### src/rtl/bp_update_arbiter_if.sv
// bp_update_arbiter_if: pipeline/trace update requests in, predictor write port, drain control and statistics out
interface bp_update_arbiter_if #(
  parameter int PC_W  = 10,
  parameter int DEPTH = 4,
  parameter int CNT_W = 16
);
  logic                       pipe_upd_valid;
  logic [PC_W-1:0]            pipe_upd_pc;
  logic                       pipe_upd_taken;
  logic                       pipe_upd_pred;
  logic                       trace_upd_valid;
  logic                       trace_upd_ready;
  logic [PC_W-1:0]            trace_upd_pc;
  logic                       trace_upd_taken;
  logic                       trace_upd_pred;
  logic                       drain_req;
  logic                       drain_done;
  logic                       stat_clr;
  logic                       bp_update;
  logic [PC_W-1:0]            bp_update_pc;
  logic                       bp_actual_taken;
  logic [$clog2(DEPTH):0]     fifo_count;
  logic [CNT_W-1:0]           stat_updates;
  logic [CNT_W-1:0]           stat_mispredicts;
  modport master (
    output pipe_upd_valid, pipe_upd_pc, pipe_upd_taken, pipe_upd_pred,
    output trace_upd_valid, trace_upd_pc, trace_upd_taken, trace_upd_pred,
    output drain_req, stat_clr,
    input  trace_upd_ready, drain_done, bp_update, bp_update_pc, bp_actual_taken,
    input  fifo_count, stat_updates, stat_mispredicts
  );
  modport slave (
    input  pipe_upd_valid, pipe_upd_pc, pipe_upd_taken, pipe_upd_pred,
    input  trace_upd_valid, trace_upd_pc, trace_upd_taken, trace_upd_pred,
    input  drain_req, stat_clr,
    output trace_upd_ready, drain_done, bp_update, bp_update_pc, bp_actual_taken,
    output fifo_count, stat_updates, stat_mispredicts
  );
endinterface

### src/rtl/bp_update_arbiter.sv
// bp_update_arbiter: muxes pipeline (priority) and FIFO-buffered trace updates onto the predictor update port; clk, rst (async high), bus (slave) carries requests, drain, stats
module bp_update_arbiter #(
  parameter int PC_W  = 10,
  parameter int DEPTH = 4,
  parameter int CNT_W = 16
) (
  input logic clk,
  input logic rst,
  bp_update_arbiter_if.slave bus
);
  localparam int AW = $clog2(DEPTH);
  localparam logic [AW:0] FULL = DEPTH[AW:0];
  localparam logic [CNT_W-1:0] CNT_MAX = '1;
  typedef enum logic [1:0] {RUN, DRAIN, DONE} state_t;
  state_t state, state_nx;
  logic [PC_W+1:0] mem [DEPTH];
  logic [AW-1:0] wr_ptr, rd_ptr;
  logic [AW:0] count;
  logic push, pop, issue, iss_taken, iss_pred;
  logic [PC_W-1:0] iss_pc;
  assign bus.trace_upd_ready = !rst && state == RUN && count < FULL;
  assign bus.drain_done = state == DONE;
  assign bus.fifo_count = count;
  assign push = bus.trace_upd_valid && bus.trace_upd_ready;
  assign pop = !bus.pipe_upd_valid && count != '0;
  assign issue = bus.pipe_upd_valid || pop;
  assign {iss_pc, iss_taken, iss_pred} = bus.pipe_upd_valid ?
    {bus.pipe_upd_pc, bus.pipe_upd_taken, bus.pipe_upd_pred} : mem[rd_ptr];
  always_comb begin
    state_nx = state;
    state_nx = state == RUN   ? (bus.drain_req ? DRAIN : RUN) :
               state == DRAIN ? (count == '0 ? DONE : DRAIN) : RUN;
  end
  always_ff @(posedge clk) begin
    if (push) mem[wr_ptr] <= {bus.trace_upd_pc, bus.trace_upd_taken, bus.trace_upd_pred};
  end
  always_ff @(posedge clk or posedge rst) begin
    if (rst) begin
      state <= RUN;
      wr_ptr <= '0;
      rd_ptr <= '0;
      count <= '0;
      bus.bp_update <= 1'b0;
      bus.bp_update_pc <= '0;
      bus.bp_actual_taken <= 1'b0;
      bus.stat_updates <= '0;
      bus.stat_mispredicts <= '0;
    end else begin
      state <= state_nx;
      wr_ptr <= push ? wr_ptr + AW'(1) : wr_ptr;
      rd_ptr <= pop ? rd_ptr + AW'(1) : rd_ptr;
      count <= count + (AW+1)'(push) - (AW+1)'(pop);
      bus.bp_update <= issue;
      bus.bp_update_pc <= issue ? iss_pc : bus.bp_update_pc;
      bus.bp_actual_taken <= issue ? iss_taken : bus.bp_actual_taken;
      bus.stat_updates <= bus.stat_clr ? '0 :
        (issue && bus.stat_updates != CNT_MAX) ? bus.stat_updates + CNT_W'(1) : bus.stat_updates;
      bus.stat_mispredicts <= bus.stat_clr ? '0 :
        (issue && iss_pred != iss_taken && bus.stat_mispredicts != CNT_MAX) ?
        bus.stat_mispredicts + CNT_W'(1) : bus.stat_mispredicts;
    end
  end
endmodule

### src/flat_wrapper.sv
// flat-port wrapper written by rule: the top's interface ports become plain ports
module bp_update_arbiter_flat 
#(
  parameter int PC_W  = 10,
  parameter int DEPTH = 4,
  parameter int CNT_W = 16
)
  (clk, rst, bus_pipe_upd_valid, bus_pipe_upd_pc, bus_pipe_upd_taken, bus_pipe_upd_pred, bus_trace_upd_valid, bus_trace_upd_pc, bus_trace_upd_taken, bus_trace_upd_pred, bus_drain_req, bus_stat_clr, bus_trace_upd_ready, bus_drain_done, bus_bp_update, bus_bp_update_pc, bus_bp_actual_taken, bus_fifo_count, bus_stat_updates, bus_stat_mispredicts);
  bp_update_arbiter_if #(.PC_W(PC_W), .DEPTH(DEPTH), .CNT_W(CNT_W)) bus_i ();
  input logic clk;
  input logic rst;
  input wire logic [$bits(bus_i.pipe_upd_valid)-1:0] bus_pipe_upd_valid;
  input wire logic [$bits(bus_i.pipe_upd_pc)-1:0] bus_pipe_upd_pc;
  input wire logic [$bits(bus_i.pipe_upd_taken)-1:0] bus_pipe_upd_taken;
  input wire logic [$bits(bus_i.pipe_upd_pred)-1:0] bus_pipe_upd_pred;
  input wire logic [$bits(bus_i.trace_upd_valid)-1:0] bus_trace_upd_valid;
  input wire logic [$bits(bus_i.trace_upd_pc)-1:0] bus_trace_upd_pc;
  input wire logic [$bits(bus_i.trace_upd_taken)-1:0] bus_trace_upd_taken;
  input wire logic [$bits(bus_i.trace_upd_pred)-1:0] bus_trace_upd_pred;
  input wire logic [$bits(bus_i.drain_req)-1:0] bus_drain_req;
  input wire logic [$bits(bus_i.stat_clr)-1:0] bus_stat_clr;
  output wire logic [$bits(bus_i.trace_upd_ready)-1:0] bus_trace_upd_ready;
  output wire logic [$bits(bus_i.drain_done)-1:0] bus_drain_done;
  output wire logic [$bits(bus_i.bp_update)-1:0] bus_bp_update;
  output wire logic [$bits(bus_i.bp_update_pc)-1:0] bus_bp_update_pc;
  output wire logic [$bits(bus_i.bp_actual_taken)-1:0] bus_bp_actual_taken;
  output wire logic [$bits(bus_i.fifo_count)-1:0] bus_fifo_count;
  output wire logic [$bits(bus_i.stat_updates)-1:0] bus_stat_updates;
  output wire logic [$bits(bus_i.stat_mispredicts)-1:0] bus_stat_mispredicts;
  assign bus_i.pipe_upd_valid = bus_pipe_upd_valid;
  assign bus_i.pipe_upd_pc = bus_pipe_upd_pc;
  assign bus_i.pipe_upd_taken = bus_pipe_upd_taken;
  assign bus_i.pipe_upd_pred = bus_pipe_upd_pred;
  assign bus_i.trace_upd_valid = bus_trace_upd_valid;
  assign bus_i.trace_upd_pc = bus_trace_upd_pc;
  assign bus_i.trace_upd_taken = bus_trace_upd_taken;
  assign bus_i.trace_upd_pred = bus_trace_upd_pred;
  assign bus_i.drain_req = bus_drain_req;
  assign bus_i.stat_clr = bus_stat_clr;
  assign bus_trace_upd_ready = bus_i.trace_upd_ready;
  assign bus_drain_done = bus_i.drain_done;
  assign bus_bp_update = bus_i.bp_update;
  assign bus_bp_update_pc = bus_i.bp_update_pc;
  assign bus_bp_actual_taken = bus_i.bp_actual_taken;
  assign bus_fifo_count = bus_i.fifo_count;
  assign bus_stat_updates = bus_i.stat_updates;
  assign bus_stat_mispredicts = bus_i.stat_mispredicts;
  bp_update_arbiter #(.PC_W(PC_W), .DEPTH(DEPTH), .CNT_W(CNT_W)) u_core (.clk(clk), .rst(rst), .bus(bus_i));
endmodule
### config.mk
export PLATFORM = sky130hd
export DESIGN_NAME = bp_update_arbiter_flat
export DESIGN_NICKNAME = d
export VERILOG_FILES = /design/src/rtl/bp_update_arbiter_if.sv /design/src/rtl/bp_update_arbiter.sv /design/src/flat_wrapper.sv
export SDC_FILE = /design/constraint.sdc
export NUM_CORES = 1
export LEC_CHECK = 0
export ABC_AREA = 1
export CAP_MARGIN = 40
export CELL_PAD_IN_SITES_DETAIL_PLACEMENT = 1
export CELL_PAD_IN_SITES_GLOBAL_PLACEMENT = 2
export CORE_MARGIN = 2
export CORE_UTILIZATION = 35
export DETAILED_ROUTE_END_ITERATION = 10
export PLACE_DENSITY_LB_ADDON = 0.1
export SLEW_MARGIN = 20
export SYNTH_ARGS = -nofsm -noshare
export SYNTH_HDL_FRONTEND = slang
export SYNTH_SLANG_ARGS = --single-unit
### constraint.sdc
create_clock -name clk -period 3.6 [get_ports clk]
set_clock_uncertainty 0.2 [all_clocks]
set_input_delay 0.54 -clock clk [delete_from_list [all_inputs] [get_ports clk]]
set_output_delay 0.54 -clock clk [all_outputs]
set_load 0.02 [all_outputs]
==> results list <==
- Counting flops with a built-in enable in the synthesized netlist gives 48.
* Placement-stage worst setup slack: 0.681 ns
- The die covers between 10000 and 15000 um2.
- Insertion delay of the later-clocked pin in the worst-skew pair: 0.35 ns
- Count of endpoints failing hold in the final timing report: 0
- Mean area per synthesized cell: 9.10 um2
* Critical path peak fanout: 2
- Layout area overhead: 25.4%
- The congestion estimate from routability-driven global placement came to 0.780.
* Total gr overflow: 0
- Instance area at placement: 5870 um2
- When the netlist entered floorplanning its net count stood at 577.
- The first global-routing pass estimated 21800 um of wire.
- In this run the tightest slew margin relative to its limit is 0.497.
- Timing would allow up to around 350 MHz.
- Clock tree from TritonCTS: yes
- Count of mapped cells out of synthesis: 538
* Violation count after the first detailed-route iteration: 239
- Initial standard-cell utilization of the core: 0.355
- The most common cell in the synthesized netlist is nand2_1.
- After detailed routing, the number of remaining DRC violations is 0.
- Cell type with the largest total area after synthesis: edfxtp_1
- The flow ran to the end, and the final reports show no timing, DRC or antenna violations.
* Synth Register Bits: 101
* Smallest setup slack after layout: just under 0.8 ns
- All-layer global routing usage: 0.192
- Counting every sink on the clock net gives 101.
- For this design the static power due to leakage is 2.46 nW.
- STA classifies the critical path endpoint as a primary output.
- The finished cells cover 6140 um2.
- In this run, CTS created clock tree buffers numbering 9.
- Worst ir drop on vdd: 0.000324 V
* CTS Buffer Depth: 2
- After clock tree synthesis, the clock-pin slew on the worst setup and hold paths is roughly 0.07 ns.
- CTS H-tree depth: 3
- Core ar.: approximately 14000 um2
- Vias: between 3000 and 4000
- Cell seen most often among critical-path stages: clkdlybuf4s50_1
- 0 antenna diodes ended up in the layout.
* Final Critical Period: about 2.8 ns
- Post-cts gate resize count: 0
* Setup total negative slack: 0 ns
* Number of global-route vias before repair: 4130
- For the pin with the worst max-slew slack, the measured transition is 0.754 ns.
- Entering global routing, the biggest net connects 54 pins.
- Final Non-Filler Cells: 799
- Share of the cycle needed by the critical path after routing: 0.786
- FFs w/ async S/R, synth: 0.525
- The initial antenna violation count was 0.
* Half-perimeter wire length after detailed placement: around 9000 um
- Summed instance area of the synthesized netlist: between 4000 and 5000 um2
- Final-report max-slew violation count: 0
- At the worst endpoint, the arrival time is around 2.1 ns.
- Register cell area after layout: about 2800 um2
* Fraction of layout instances using a drive strength above 1: 0.0614
* Clock root buffer master: clkbuf_16
* R2r worst-path depth: 9
* Antenna Violating Nets Remaining: 0
- The min-delay analysis places its worst path in the category reg -> reg.
- The layout has 1664 filler cells.
* Fraction of the core area covered by cells at the end of the flow: 0.446
- In this run, post-CTS hold repair placed 0 buffers.
- Number of standard-cell rows in the floorplan: 43
* Worst-path cell with the longest stage delay: clkdlybuf4s50_1
- Among all flip-flop cells after synthesis, the most frequent one is dfrtp_1.
- Sequential fraction of the synthesis area: 0.566
- Area of the multi-input gates: 1840 um2
- The pre-antenna-repair detailed-routing pass consisted of 4 iterations.
* Most frequent cells after synthesis: nand2_1 (118), nor2_1 (75), dfrtp_1 (53)
- Worst setup SP type: input port
- Max-cap violations in this run came to 0.
- STA puts the critical path data required time at between 2 and 3 ns.
- Vertical extent of the die: between 100 and 150 um
- Setup violations remaining at the end of the flow were counted as 0.
* Number of top-level pins: 79
* Die boundary width: between 100 and 150 um
- Routed length per placed instance: approximately 17 um
- Number of different library cells in the post-synthesis netlist: 36
* Max stage delay on crit path: 0.69 ns
- Power spread over the standard cell area amounts to 585 nW/um2.
- Walking the worst path, the cells encountered are clkdlybuf4s50_1, nor4_1, clkdlybuf4s50_1.
- Setup CP Type: in -> out
* Worst Hold Path Cells: 2
- Count of buffers inserted at the top-level ports: 78
- Setup repair after global routing missed its margin: false
- Once the clock tree was built, the setup fixing pass inserted 0 buffers.
* Largest cells by area after synthesis: edfxtp_1 (29%), dfrtp_1 (27%), nand2_1 (9.1%)
- Portion of synthesized cell area occupied by the leading cell type: 0.295
* Routed Wire Length: 13400 um
- After the last flow step, the layout net total stands at 655.
* Via-per-instance ratio: 4.93
- During synthesis, Yosys emitted a total of 0 warnings.
- Counting tap cells, the placed design contains a total of 785 instances.
[layout by cell type, fill, tap and decap left out, drive strengths merged]
master and count:
nor3b 2, xnor2 6, inv 51, nor4 1, clkinv 4, fa 1
dfrtp 53, and3 1, or2 2, edfxtp 48, buf 9, clkdlybuf4s50 78
clkinvlp 1, nand2 121, nor3 11, a21oi 3, o21ai 49, clkbuf 9
xor2 15, nand4 7, a311oi 1, nand3 44, o22ai 11, o31ai 6
ha 8, nor2 77
[cell families (layout without fill, tap and decap cells)]
logic type	Yosys count	after routing	share of synthesized area
simple gates	266	266	0.236
flops	101	101	0.566
buf+inv	71	152	0.0583
compound gates	70	70	0.0782
xor+xnor	21	21	0.0376
fa+ha+maj	9	9	0.0245
[layout make-up]
type	count	area share
clock buffer	9	0.0367
sequential	101	0.451
tap	180	0.0367
clock inverter	5	0.00632
multi-input combinational	366	0.300
timing repair buffer	87	0.138
inverter	51	0.0314
[critical path: cells and delay by family]
| kind | cells | cell delay (ns) |
|---|---|---|
| buffers and inverters | 2 | 1.13 |
| AND/OR/NAND/NOR | 1 | 0.42 |
[through the flow]
step / power (mW) / hold slack (ns)
2_1_floorplan: 2.25 / 0.254
3_3_place_gp: 2.69 / 0.277
3_5_place_dp: 2.74 / 0.287
4_1_cts: 3.65 / 0.304
5_1_grt: 3.83 / 0.328
6_report: 3.59 / 0.297
[power breakdown]
part / internal [mW] / switching [mW] / leakage (nW)
combinational: 0.453 / 0.714 / 1.22
sequential: 1.37 / 0.154 / 1.12
clock: 0.465 / 0.438 / 0.128
[final timing paths]
check,slack (ns),end,start
worst max-delay path,0.77,bus_trace_upd_ready,rst
worst min register to register,0.30,u_core.bus.bp_update_pc[5],u_core.bus.bp_update_pc[5]
worst min-delay path,0.30,u_core.bus.bp_update_pc[5],u_core.bus.bp_update_pc[5]
worst max register to register,1.05,u_core.bus.stat_mispredicts[1],u_core.rd_ptr[1]
min in group asynchronous,0.55,u_core.bus.fifo_count[2],rst
max in group asynchronous,2.14,u_core.bus.stat_mispredicts[14],rst
[metal layers]
metal / track usage / vias up / share of wire
li1: - / 1925 / -
met5: 0 / - / 0
met4: 0.0697 / 0 / 0.017
met2: 0.303 / 86 / 0.45
met1: 0.267 / 1916 / 0.47
met3: 0.0325 / 13 / 0.056
[state kept, by name, indices dropped and copies added (netlist names), 2 cells and up]
register,flops
u_core.bus.stat_updates,16
u_core.mem,48
u_core.rd_ptr,2
u_core.bus.stat_mispredicts,16
u_core.wr_ptr,2
u_core.state,2
u_core.bus.fifo_count,3
u_core.bus.bp_update_pc,10
Note: power is estimated with default switching activity, not from simulation.
==> variant 1, RTL diff (same settings) <==
Make the reset (`rst`) synchronous in one clocked block. Comments in the files are not updated.
--- a/src/rtl/bp_update_arbiter.sv
+++ b/src/rtl/bp_update_arbiter.sv
@@ -36,3 +36,3 @@
   end
-  always_ff @(posedge clk or posedge rst) begin
+  always_ff @(posedge clk) begin
     if (rst) begin
Check against the original RTL: differs if rst is asserted again (counterexample within 4 cycles, from zero or initial values and one cycle with rst high); with rst held inactive, the same outputs for 10 cycles.
==> variant 1 against the original RTL <==
  * Worst setup slack better by 0.098 ns
  * Sequential cell count increased by 2
  * Sequential share of layout area shrank 2.7 points
  * Synthesized cell count increased by 5.4%
  * Register-to-register slack improved by 0.11 ns
  * Synthesized area decreased by 3.0%
  * Count of clock-buffer cells in the layout unchanged
  * Design area fell by 2.2%
  * Total power is 10% lower
  * Wire length fell by 8.0%
  * Core utilization increased by 0.76 points
  * Clock power is 2% higher
  * Global-route usage shrank 1.1 points
  * Non-clock buffer count increased by 1
  * Largest power group unchanged
==> variant 1: results <==
[synth]
synthCells = 567
yosysSeqAreaShare_pct = 53.59
synthArstFlopShare_pct = 0
synthesis.nets = 606
synth_top_cells_by_count = 111 x nand2_1, 103 x nor2_1, 71 x inv_1
ys_ff_latch = 103
synth.distinct_cells = 40
synthTopCellsByArea = edfxtp_1 30%, dfxtp_1 23%, nand2_1 8.8%
synth_ff_type = dfxtp_1

[setup_path]
r2r-end = u_core.bus.stat_mispredicts[13]
crit_fanout = 5
reg2reg_depth = 9
rrSetupSlack_ns = 1.16
slowest_stage = clkdlybuf4s50_1
cp.arrival_ns = 1.99
crit_family = buffers and inverters

[routing]
drt_iter0_drc = 159
wl_um = 12300
vias = 4031
post_drt_wl_per_cell_um = 14.82

[global_routing]
antenna_found_initial = 1
grt_usage_pct = 18.17
grt_pass1_vias = 4186
grt_pass1_wl_um = 20720
grt_max_degree = 26

[place]
place.gp.congestion = 0.7918
dp_hpwl_um = 8874
dp.cells = 814
place_area_um2 = 5722
post-place-ws_ns = 0.7586

[timing]
worstMarginPinSlew_ns = 0.6223
hold_slack_ns = 0.2755
min_period_ns = 2.733

[finish]
n_all_buffers = 88
seqCellArea_um2 = 2542
bufAreaShareNonClock_pct = 14.26
clockNetworkAreaShare_pct = 4.670
multi_input_gates = 373
inv_count = 74
post-route-util_pct = 45.32
fillers = 1561
drive_gt1_share_pct = 6.422
multi_input_area_share_pct = 30.37
nets = 688

[hold_path]
hold_start = u_core.rd_ptr[1]

[clock_network]
post_cts_resized = 0
cts_buffer_depth = 2

[floorplanning]
core_um2 = 13240

[pwr]
p_leak_nw = 2.241
peakVddDrop_v = 0.0002836

[status]
status = finished, final reports clean
## variant 1: where the power goes
part	total [mW]	internal [mW]	switching, mW
Clock	0.918	0.475	0.443
Sequential	1.41	1.33	0.0776
Combinational	0.891	0.330	0.561
Total	3.22	2.14	1.08
## variant 1: cell families (layout without fill, tap and decap cells)
logic type,count (synthesis),in the layout,synth area share [%]
AND/OR/NAND/NOR,270,270,24.45
flip-flops,103,103,53.59
buffers and inverters,91,178,7.991
AO/OA/AOI/OAI,87,87,10.15
adder cells (fa/ha/maj),9,9,2.532
XOR/XNOR,7,7,1.292
## variant 1: routing by layer
| layer | up-vias | track usage [%] | share of wire, % |
|---|---|---|---|
| met3 | 12 | 6.462 | 5.5 |
| li1 | 2027 | - | - |
| met1 | 1925 | 22.92 | 46 |
| met2 | 65 | 29.66 | 47 |
| met5 | - | 0 | 0.11 |
| met4 | 2 | 4.651 | 1.1 |
==> variant 2, RTL diff (same flow settings) <==
Without the edit above. `CNT_W` is set to 16 in 3 places; all go to 20.
--- a/src/rtl/bp_update_arbiter_if.sv
+++ b/src/rtl/bp_update_arbiter_if.sv
@@ -4,3 +4,3 @@
   parameter int DEPTH = 4,
-  parameter int CNT_W = 16
+  parameter int CNT_W = 20
 );
--- a/src/rtl/bp_update_arbiter.sv
+++ b/src/rtl/bp_update_arbiter.sv
@@ -4,3 +4,3 @@
   parameter int DEPTH = 4,
-  parameter int CNT_W = 16
+  parameter int CNT_W = 20
 ) (
--- a/src/flat_wrapper.sv
+++ b/src/flat_wrapper.sv
@@ -5,3 +5,3 @@
   parameter int DEPTH = 4,
-  parameter int CNT_W = 16
+  parameter int CNT_W = 20
 )
Ports: changed (resized bus_stat_mispredicts and bus_stat_updates); port bits go from 79 to 87. The function was not compared with the original's and may differ.
==> variant 2 against the original RTL <==
  * First-iteration DRC count shrank 21%
  * Sequential cell count grew 8
  * Final cell count grew 16%
  * Synthesized area grew 12%
  * Core utilization grew 0.86 points
  * Global-route usage shrank 0.44 points
  * Total power grew 8.5%
  * Worst setup slack gained 0.13 ns
  * Wire length grew 11%
  * Design area grew 13%
  * Hold slack lost 0.047 ns
  * Critical path type unchanged
==> variant 2: results <==
[synth]
synthesis.nets = 665
synth_compound_area_share_pct = 6.023
synth-adder-area-share_pct = 2.190
synth-xor-area-share_pct = 4.791
synth.distinct_cells = 35
synth_top_cells_by_count = 150 x nand2_1, 71 x nor2_1, 66 x nand3_1
synthArstFlopShare_pct = 55.96
yosysSeqAreaShare_pct = 54.12
ys_warn_count = 0
synthTopCellsByArea = dfrtp_1 28%, edfxtp_1 26%, nand2_1 10%

[finish]
reg.largest.list = u_core.mem x48, u_core.bus.stat_mispredicts x20, u_core.bus.stat_updates x20
nets = 752
drive_gt1_share_pct = 6.407

[global_routing]
use_met1_pct = 24.01
grtUsageMet3_pct = 3.468
grt_usage_pct = 18.78
grt_pass1_vias = 4649
grt_max_degree = 35
grt_pass1_wl_um = 24220
met2_usage_pct = 32.57

[routing]
vias_per_cell = 4.832
routed-wl-met3_um = 460
top_layer_used = met4
wl_met2_um = 7444
drt_iter0_drc = 189
routedLengthMet1_um = 6754
post_drt_wl_per_cell_um = 16.01

[setup_path]
cp.arrival_ns = 1.96
critPathMaxStageDelay_ns = 0.67
slowest_stage = clkdlybuf4s50_1
crit_family = buffers and inverters

[status]
status = finished, final reports clean

[clock_network]
cts_buffer_depth = 2
numCtsBuffers = 9
clk_latency_ns = 0.36

[place]
portBuffers = 86
place.gp.congestion = 0.7772
dp_hpwl_um = 10410

[hold_path]
hold_path_class = in2async

[pwr]
p_leak_nw = 3.009
peakVddDrop_v = 0.0003977
netSwitchingFraction_pct = 36.14

[timing]
worstMarginPinSlew_ns = 0.7475
variant 2: stage by stage:
step	std cells	cell area, um2	setup WS (ns)	hold WS [ns]
floorplan	626	5484	0.8278	0.3321
global placement	911	6589	0.6686	0.2682
detailed placement	913	6616	0.7902	0.2802
CTS	929	6932	0.8820	0.2401
global route	929	6932	0.7804	0.2659
finish	929	6932	0.8976	0.2500
variant 2: final cells by class:
cell class / count / area (um2)
fillers: 1783 / 8327
flip-flops and latches: 109 / 2968
multi-input cells: 428 / 2145
repair buffers: 100 / 991.0
well taps: 211 / 264.0
inverters: 65 / 249.0
clock buffers: 10 / 229.0
clock inverters: 6 / 86.33
variant 2: logic make-up (layout without fill, tap and decap cells):
group | after synthesis | after routing
AND/OR/NAND/NOR | 327 | 327
buffers and inverters | 89 | 181
XOR/XNOR | 30 | 30
AO/OA/AOI/OAI | 62 | 62
flip-flops | 109 | 109
adder cells (fa/ha/maj) | 9 | 9
variant 2: path summary, 6_finish.rpt:
kind	cells past startpoint	end	slack, ns	startpoint
worst max-delay path	3	bus_trace_upd_ready	0.90	rst
worst min-delay path	2	u_core.wr_ptr[1]	0.25	rst
worst max register to register	9	u_core.bus.stat_updates[17]	1.04	u_core.bus.stat_updates[0]
worst min register to register	2	u_core.bus.bp_update_pc[6]	0.29	u_core.bus.bp_update_pc[6]
max in group asynchronous	3	u_core.bus.bp_update_pc[6]	2.53	rst
min in group clk	2	u_core.bus.bp_update_pc[6]	0.29	u_core.bus.bp_update_pc[6]
variant 2: power groups by stage:
stage          Sequential (mW)  Combinational (mW)  Clock [mW]
2_1_floorplan             1.70               0.651           0
3_3_place_gp              1.62                1.18           0
3_5_place_dp              1.63                1.23           0
4_1_cts                   1.61                1.23        1.12
5_1_grt                   1.63                1.35        1.16
6_report                  1.61                1.21        1.08
